<file path="src/rtl/au_incdec_pkg.sv">
// Shared types and helpers for the au_incdec counter family.
// Latency: none (declarations only).
// Backpressure: not applicable.
// Contents: incdec_e direction encoding, adder architecture selectors, zext_step().
package au_incdec_pkg;

   typedef enum logic {AU_INC = 1'b0, AU_DEC = 1'b1} incdec_e;

   localparam int ARCH_RIPPLE = 0;
   localparam int ARCH_PREFIX = 1;

   // Zero-extends a step value: every bit at or above step_width is forced to 0,
   // so stray upper bits from a wider carrier can never leak into the sum.
   function automatic logic [63:0] zext_step(input logic [63:0] step_in,
                                             input int unsigned step_width);
      logic [63:0] mask;
      if (step_width >= 64)
         mask = '1;
      else
         mask = (64'd1 << step_width) - 64'd1;
      return step_in & mask;
   endfunction

endpackage

</file>
<file path="src/rtl/au_incdec_counter_if.sv">
// Control/data bundle between a counter user (master) and au_incdec_counter (slave).
// Latency: none (wires only).
// Backpressure: none; the counter accepts a command every cycle.
// Signals: load/load_val/en/inc_dec/step toward the counter; q/wrap/zero back.
interface au_incdec_counter_if #(
   parameter int WIDTH      = 8,
   parameter int STEP_WIDTH = 4
);
   logic                  load;
   logic [WIDTH-1:0]      load_val;
   logic                  en;
   logic                  inc_dec;
   logic [STEP_WIDTH-1:0] step;
   logic [WIDTH-1:0]      q;
   logic                  wrap;
   logic                  zero;

   modport master (
      output load, load_val, en, inc_dec, step,
      input  q, wrap, zero
   );

   modport slave (
      input  load, load_val, en, inc_dec, step,
      output q, wrap, zero
   );
endinterface

</file>
<file path="src/rtl/au_incdec_step.sv">
// Combinational a +/- zext(step) core with carry (inc) / borrow (dec) out.
// Latency: 0 cycles (pure combinational).
// Backpressure: not applicable.
// Ports: a (WIDTH), step (STEP_WIDTH), inc_dec -> s (WIDTH), c.
// ARCH selects a ripple chain or a Kogge-Stone prefix carry network; results are identical.
module au_incdec_step
   import au_incdec_pkg::*;
#(
   parameter int WIDTH      = 8,
   parameter int STEP_WIDTH = 4,
   parameter int ARCH       = ARCH_RIPPLE
) (
   input  logic [WIDTH-1:0]      a,
   input  logic [STEP_WIDTH-1:0] step,
   input  logic                  inc_dec,
   output logic [WIDTH-1:0]      s,
   output logic                  c
);

   logic [WIDTH-1:0] b_ext;
   logic [WIDTH-1:0] b;
   logic             cin;
   logic             cout;

   // Subtraction is a + ~b + 1; the adder's carry out is then the inverse of borrow.
   assign b_ext = WIDTH'(zext_step(64'(step), STEP_WIDTH));
   assign b     = (inc_dec == AU_DEC) ? ~b_ext : b_ext;
   assign cin   = (inc_dec == AU_DEC);
   assign c     = (inc_dec == AU_DEC) ? ~cout : cout;

   if (ARCH == ARCH_PREFIX) begin : g_prefix
      logic [WIDTH-1:0] g, p, gg, pp, gn, pn;
      logic [WIDTH:0]   cvec;

      always_comb begin
         g    = a & b;
         p    = a ^ b;
         // Fold carry-in into bit 0 so the prefix tree needs no extra column.
         g[0] = g[0] | (p[0] & cin);
         gg   = g;
         pp   = p;
         gn   = g;
         pn   = p;
         for (int d = 1; d < WIDTH; d = d * 2) begin
            gn = gg;
            pn = pp;
            for (int i = d; i < WIDTH; i++) begin
               gn[i] = gg[i] | (pp[i] & gg[i-d]);
               pn[i] = pp[i] & pp[i-d];
            end
            gg = gn;
            pp = pn;
         end
         cvec = {gg, cin};
         s    = p ^ cvec[WIDTH-1:0];
         cout = cvec[WIDTH];
      end
   end else begin : g_ripple
      logic cy;

      always_comb begin
         s  = '0;
         cy = cin;
         for (int i = 0; i < WIDTH; i++) begin
            s[i] = a[i] ^ b[i] ^ cy;
            cy   = (a[i] & b[i]) | (cy & (a[i] ^ b[i]));
         end
         cout = cy;
      end
   end

endmodule

</file>
<file path="src/rtl/au_incdec_counter.sv">
// Registered increment/decrement counter with load, variable step and wrap/saturate flag.
// Latency: 1 cycle; inputs sampled on the rising edge, q/wrap valid after it.
// Backpressure: none; a command is accepted every cycle (priority load > en > hold).
// Ports: clk, rst (async, active-high), bus (au_incdec_counter_if.slave).
// Build option: define AU_INCDEC_COUNTER_SAT_EN for saturating arithmetic (q clamps,
// wrap means "saturated"); default build wraps modulo 2^WIDTH.
module au_incdec_counter
   import au_incdec_pkg::*;
#(
   parameter int WIDTH      = 8,
   parameter int STEP_WIDTH = 4,
   parameter int ARCH       = ARCH_RIPPLE
) (
   input  logic                  clk,
   input  logic                  rst,
   au_incdec_counter_if.slave    bus
);

   logic [WIDTH-1:0] q_r;
   logic             wrap_r;
   logic [WIDTH-1:0] sum;
   logic             carry;
   logic [WIDTH-1:0] q_nxt;

   au_incdec_step #(
      .WIDTH      (WIDTH),
      .STEP_WIDTH (STEP_WIDTH),
      .ARCH       (ARCH)
   ) u_step (
      .a       (q_r),
      .step    (bus.step),
      .inc_dec (bus.inc_dec),
      .s       (sum),
      .c       (carry)
   );

`ifdef AU_INCDEC_COUNTER_SAT_EN
   // carry/borrow out means the true result left the range: pin to the limit crossed.
   assign q_nxt = !carry                   ? sum :
                  (bus.inc_dec == AU_DEC) ? '0  : '1;
`else
   assign q_nxt = sum;
`endif

   always_ff @(posedge clk or posedge rst) begin
      if (rst) begin
         q_r    <= '0;
         wrap_r <= 1'b0;
      end else if (bus.load) begin
         q_r    <= bus.load_val;
         wrap_r <= 1'b0;
      end else if (bus.en) begin
         q_r    <= q_nxt;
         wrap_r <= carry;
      end else begin
         wrap_r <= 1'b0;
      end
   end

   assign bus.q    = q_r;
   assign bus.wrap = wrap_r;
   assign bus.zero = (q_r == '0);

endmodule
</file>
<file path="src/flat_wrapper.sv">
// flat-port wrapper written by rule: the top's interface ports become plain ports
module au_incdec_counter_flat import au_incdec_pkg::*;
#(
   parameter int WIDTH      = 8,
   parameter int STEP_WIDTH = 4,
   parameter int ARCH       = ARCH_RIPPLE
)
  (clk, rst, bus_load, bus_load_val, bus_en, bus_inc_dec, bus_step, bus_q, bus_wrap, bus_zero);
  au_incdec_counter_if #(.WIDTH(WIDTH), .STEP_WIDTH(STEP_WIDTH)) bus_i ();
  input  logic clk;
  input  logic rst;
  input wire logic [$bits(bus_i.load)-1:0] bus_load;
  input wire logic [$bits(bus_i.load_val)-1:0] bus_load_val;
  input wire logic [$bits(bus_i.en)-1:0] bus_en;
  input wire logic [$bits(bus_i.inc_dec)-1:0] bus_inc_dec;
  input wire logic [$bits(bus_i.step)-1:0] bus_step;
  output wire logic [$bits(bus_i.q)-1:0] bus_q;
  output wire logic [$bits(bus_i.wrap)-1:0] bus_wrap;
  output wire logic [$bits(bus_i.zero)-1:0] bus_zero;
  assign bus_i.load = bus_load;
  assign bus_i.load_val = bus_load_val;
  assign bus_i.en = bus_en;
  assign bus_i.inc_dec = bus_inc_dec;
  assign bus_i.step = bus_step;
  assign bus_q = bus_i.q;
  assign bus_wrap = bus_i.wrap;
  assign bus_zero = bus_i.zero;
  au_incdec_counter #(.WIDTH(WIDTH), .STEP_WIDTH(STEP_WIDTH), .ARCH(ARCH)) u_core (.clk(clk), .rst(rst), .bus(bus_i));
endmodule
</file>
<file path="config.mk">
export PLATFORM = sky130hd
export DESIGN_NAME = au_incdec_counter_flat
export DESIGN_NICKNAME = d
export VERILOG_FILES = /design/src/rtl/au_incdec_pkg.sv /design/src/rtl/au_incdec_counter_if.sv /design/src/rtl/au_incdec_step.sv /design/src/rtl/au_incdec_counter.sv /design/src/flat_wrapper.sv
export SDC_FILE = /design/constraint.sdc
export NUM_CORES = 1
export LEC_CHECK = 0
export CAP_MARGIN = 15
export CELL_PAD_IN_SITES_DETAIL_PLACEMENT = 1
export CELL_PAD_IN_SITES_GLOBAL_PLACEMENT = 1
export CORE_MARGIN = 4
export CORE_UTILIZATION = 29
export CTS_BUF_LIST = sky130_fd_sc_hd__clkbuf_8
export DETAILED_ROUTE_END_ITERATION = 8
export HOLD_SLACK_MARGIN = 0.06
export PLACE_DENSITY_LB_ADDON = 0.2
export SKIP_CTS_REPAIR_TIMING = 1
export SYNTH_ARGS = -nofsm -noshare
export SYNTH_HDL_FRONTEND = slang
export SYNTH_SLANG_ARGS = --single-unit
</file>
<file path="constraint.sdc">
create_clock -name clk -period 3.5 [get_ports clk]
set_input_delay 0.875 -clock clk [delete_from_list [all_inputs] [get_ports clk]]
set_output_delay 0.875 -clock clk [all_outputs]
set_load 0.01 [all_outputs]
</file>
-- After elaboration in Yosys (flattened, before gate mapping)
Cells that the tools add are included.
- register bits after elaboration: 9
- bits of input ports: 17
- output and inout bits: 10
- logic and storage cells: 52
- muxes and demuxes: 6
- bitwise gates (word level): 42
- reduce and logical (&&, ||, !) cells: 2
- operator list (operator ; count):
    2-to-1 mux 8 bit ; 3
    bitwise AND 1 bit ; 16
    XOR 1 bit ; 16
    logical NOT 8 bit ; 1
    inverter 4 -> 8 bit ; 1
    OR 1 bit ; 8
    2-to-1 mux 1 bit ; 3
    nonzero test 2 bit ; 1
    inverter 1 bit ; 1

-- Depth between registers and ports, before layout
- depth after elaboration: 23
- mapped depth: 12
- mapped depth without buffers: 11

-- Modules after synthesis
Synthesis repeated with hierarchy kept, for this count alone.
- cell total of the unflattened synthesis: 62
- area, all modules: 656.9 um^2
- modules (own cells, without submodules) (module ; instances ; cells each ; area each (um^2)):
    au_incdec_counter ; 1 ; 41 ; 417.9
    au_incdec_step ; 1 ; 21 ; 239.0

-- Worst setup path after synthesis
OpenSTA, ideal clock, no wires.
- path kind: input to register
- start: in bus_inc_dec
- end: reg u_core.q_r[7], in the netlist u_core.bus.q[7]
- data arrival time: 4.090 ns
- required time: 3.372 ns
- setup slack: -0.718 ns
- cell stages on the path: 12
- path buffers: 1
- cells stage by stage: buf_2 -> xnor2_1 -> fa_1 -> fa_1 -> fa_1 -> fa_1 -> fa_1 -> fa_1 -> inv_1 -> fa_1 -> mux2i_1 -> o21ai_0
- cells in the longest elaborated chain, start to end: 19
- ends and longest elaborated chain (element ; RTL line ; RTL):
    start: declaration ; flat_wrapper.sv:15 ; input wire logic [$bits(bus_i.inc_dec)-1:0] bus_inc_dec;
    2-to-1 mux 8 bit ; au_incdec_step.sv:27 ; assign b = (inc_dec == AU_DEC) ? ~b_ext : b_ext;
    XOR 1 bit ; au_incdec_step.sv:66 ; cy = (a[i] & b[i]) | (cy & (a[i] ^ b[i]));
    bitwise AND 1 bit ; au_incdec_step.sv:66 ;
    OR 1 bit ; au_incdec_step.sv:66 ;
    bitwise AND 1 bit ; au_incdec_step.sv:66 ;
    OR 1 bit ; au_incdec_step.sv:66 ;
    bitwise AND 1 bit ; au_incdec_step.sv:66 ;
    OR 1 bit ; au_incdec_step.sv:66 ;
    (+3 left out) ; -- ;
    OR 1 bit ; au_incdec_step.sv:66 ;
    bitwise AND 1 bit ; au_incdec_step.sv:66 ;
    OR 1 bit ; au_incdec_step.sv:66 ;
    bitwise AND 1 bit ; au_incdec_step.sv:66 ;
    OR 1 bit ; au_incdec_step.sv:66 ;
    XOR 1 bit (*) ; au_incdec_step.sv:65 ; s[i] = a[i] ^ b[i] ^ cy;
    2-to-1 mux 8 bit (*) ; au_incdec_counter.sv:52 ; end else if (bus.en) begin
    2-to-1 mux 8 bit (*) ; au_incdec_counter.sv:49 ; end else if (bus.load) begin
    end signal: assignment ; au_incdec_counter.sv:50 ; q_r <= bus.load_val;
    end signal: assignment ; au_incdec_counter.sv:53 ; q_r <= q_nxt;
    end: declaration ; au_incdec_counter.sv:19 ; logic [WIDTH-1:0] q_r;
Every way passes the cells marked *; elsewhere a longest branch is shown, timed or not. The select of a mux whose other input is x is not followed.
A chain may end at the register's enable or synchronous reset.

-- Final worst setup path
- start: in bus_step[0]
- end: reg u_core.q_r[7], in the netlist u_core.bus.q[7]
- cells in the longest elaborated chain, start to end: 20
- ends and longest elaborated chain (element ; RTL line ; RTL):
    start: declaration ; flat_wrapper.sv:16 ; input wire logic [$bits(bus_i.step)-1:0] bus_step;
    inverter 4 -> 8 bit ; au_incdec_step.sv:27 ;
    2-to-1 mux 8 bit (*) ; au_incdec_step.sv:27 ;
    XOR 1 bit ; au_incdec_step.sv:66 ;
    bitwise AND 1 bit ; au_incdec_step.sv:66 ;
    OR 1 bit (*) ; au_incdec_step.sv:66 ;
    bitwise AND 1 bit (*) ; au_incdec_step.sv:66 ;
    OR 1 bit (*) ; au_incdec_step.sv:66 ;
    bitwise AND 1 bit (*) ; au_incdec_step.sv:66 ;
    (+4 left out) ; -- ;
    OR 1 bit (*) ; au_incdec_step.sv:66 ;
    bitwise AND 1 bit (*) ; au_incdec_step.sv:66 ;
    OR 1 bit (*) ; au_incdec_step.sv:66 ;
    bitwise AND 1 bit (*) ; au_incdec_step.sv:66 ;
    OR 1 bit (*) ; au_incdec_step.sv:66 ;
    XOR 1 bit (*) ; au_incdec_step.sv:65 ;
    2-to-1 mux 8 bit (*) ; au_incdec_counter.sv:52 ;
    2-to-1 mux 8 bit (*) ; au_incdec_counter.sv:49 ;
Marks and branches as above.

==> run summary <==
status: complete, but fails checks
failing checks: setup timing
Die Ht: 56.0 um
flop2flop setup slack: 70 ps
fraction of registers with async set/reset: 1.00
Area Overhead vs Synth: 60.6%
Slowest cell on crit path: fa_2
mapped cell area: 669 sq um
Final #Nets: 125
final hold violation count: 0
simple-gate portion of the synthesized area: 0.198
Worst Hold Class: reg2reg
core area: 2210 sq um
PD cells: 393 nW/um^2
Detailed Routing Iterations Pass 1: 4
row count: 17
Final Cycle Share: 1.10
total gr overflow: 0
Worst Tran Pin Value: 643 ps
final antenna-violating net count: 0
WHS Path Cells: 2
worst vdd ir: 0.000215 V
initial antenna violation count: 0
initial detailed-routing violation count: 4
critical-path maximum fanout: 2
fin. max-slew vios: 0
LEAKAGE: 0.000459 uW
routed wire length: 1610 um
mux cell area share after synthesis: 0.0299
CP cell instances: buf_6, mux2i_2, fa_2, fa_2, fa_2, fa_2, fa_2, fa_2, inv_2, fa_2, mux2i_1, o21ai_1
Slew headroom: 0.570
distinct cell type count after synthesis: 17
Final setup viols: 3
largest family of logic cells by synthesized area: adder cells
critical path's largest stage delay: 420 ps
vias in the first global route: 620
yosys warns: 0
Routability Congestion: 0.739
CTS clk-pin slew, worst paths: 50 ps
Total Routing Usage GR: 0.110
Worst Skew: 1.83 ps
Compound-Gate Fraction of Synth Area: 0.0897
most frequent cells in the layout: 23 x clkdlybuf4s50_1, 9 x inv_1, 9 x dfrtp_1
Synth Net Count: 93
Die Area: 3140 sq um
fraction of layout cells with a size suffix above 1: 0.230
EDFF count, synth: 0
number of buffers created by CTS: 3
CTS tree: done
worst setup path startpoint: bus_step[0]
via count: 577
setup ws final: -357 ps
Clock Latency Late Sink: 230 ps
DRC: 0
detail-routed via count per cell: 4.51
Top Family by Delay on Critical Path: adder cells
CTS max path bufs: 2
Die W: 56.0 um
XOR/XNOR Fraction of Synth Area: 0.0523
Buffers on Ports: 26
routed wire length per instance: 12.5 um
RR Startpoint: u_core.bus.q[0]$_DFFE_PP0P_
worst r2r path cells: 11
setup tns final: -493 ps
Most common cell on crit path: fa_2
WP buf/inv: 2
DP Wirelength: 1340 um
Seq/Total Area, Yosys: 0.336
Req. time, crit path: 3590 ps
most common cell after layout, fill and taps aside: clkdlybuf4s50_1
diode count: 0
reg2reg end: u_core.bus.q[7]$_DFFE_PP0P_
Worst setup EP type: flip-flop
Synth Register Bits: 9
largest net degree at the start of global routing: 19
Initial Utilization: 0.303
fmax: 259 MHz
Critical Path Stages: 12
filler cell count: 256
CP Data Arrival Time: 3950 ps
Reg area: 225 sq um
Clock Sinks: 9
Tmin final: 3860 ps
Power Total: 423 uW
Crit Path Class: in2reg
Multi-input gate area: 440 sq um
max cap viols: 0
Primary FF master, synth: dfrtp_1
H-tree levels: 1
RSZ-0062 raised after global routing: true
Worst setup SP type: input port
Top Ports: 27
global-route wire length before repair: 2660 um
final hold slack: 607 ps
adder-cell area share of the yosys netlist: 0.209
cells after synthesis: 69
CP endpoint: u_core.bus.q[7]$_DFFE_PP0P_
Syn Area/Cell: 9.70 sq um
Root Buffer: clkbuf_8
[flip-flops by register name (all words and copies together), names as in the netlist]
register and flops:
u_core.bus.q 8, u_core.bus.wrap 1
[worst min path at each step]
stage,from,endpoint,slack [ps]
floorplan,u_core.bus.q[6]$_DFFE_PP0P_,u_core.bus.q[6]$_DFFE_PP0P_,620
global placement,u_core.bus.q[6]$_DFFE_PP0P_,u_core.bus.q[6]$_DFFE_PP0P_,600
detailed placement,u_core.bus.q[6]$_DFFE_PP0P_,u_core.bus.q[6]$_DFFE_PP0P_,600
CTS,u_core.bus.q[6]$_DFFE_PP0P_,u_core.bus.q[6]$_DFFE_PP0P_,620
global route,u_core.bus.q[6]$_DFFE_PP0P_,u_core.bus.q[6]$_DFFE_PP0P_,640
finish,u_core.bus.q[6]$_DFFE_PP0P_,u_core.bus.q[6]$_DFFE_PP0P_,610
[power breakdown]
part | switching, uW | internal [uW] | leakage, uW
Clock | 41.9 | 76.5 | 0.0000269
Combinational | 72.5 | 98.6 | 0.000323
Sequential | 14.2 | 119 | 0.000109
Total | 129 | 294 | 0.000459
[final cells by class]
| class | instances | share of cell area |
|---|---|---|
| multi-input cells | 47 | 0.410 |
| repair buffers | 31 | 0.275 |
| flip-flops and latches | 9 | 0.210 |
| clock buffers | 3 | 0.0384 |
| well taps | 28 | 0.0326 |
| inverters | 9 | 0.0314 |
| clock inverters | 1 | 0.00349 |
[metrics by stage]
stage / cell area, sq um / utilization / worst slack [ps] / cells
global placement: 1020 / 0.459 / -1090 / 124
finish: 1070 / 0.486 / -357 / 128
CTS: 1060 / 0.480 / -880 / 128
global route: 1070 / 0.486 / -430 / 128
floorplan: 721 / - / -450 / 69
detailed placement: 1020 / 0.459 / -1100 / 124
[logic make-up (layout without fill, tap and decap cells)]
| kind of cell | after synthesis | after routing |
|---|---|---|
| flip-flops | 9 | 9 |
| multiplexers | 2 | 2 |
| AND/OR/NAND/NOR | 26 | 26 |
| buffers and inverters | 13 | 44 |
| XOR/XNOR | 4 | 4 |
| AO/OA/AOI/OAI | 8 | 8 |
| adder cells (fa/ha/maj) | 7 | 7 |
[cell usage after synthesis, types with 2 or more instances]
master	number	share of area
dfrtp_1	9	0.34
inv_1	9	0.050
nand2_1	8	0.045
fa_1	7	0.21
nor2_1	7	0.039
and2_1	6	0.056
o31ai_1	6	0.067
xnor2_1	4	0.052
buf_2	3	0.022
mux2i_1	2	0.030
or4_1	2	0.022
[metal layers]
layer  vias up  global-route usage  routed length (um)
met2        18               0.179                 785
met5         -                   0                   0
met3         4              0.0371                 110
met4         0              0.0610                  35
li1        283                   -                   -
met1       272               0.125                 674
[tightest hold or removal path, stage by stage, from the launching register on]
cell,delay [ps]
dfrtp_1,400
nor2_1,100
o31ai_1,80
Power figures use the tool's default switching activity.
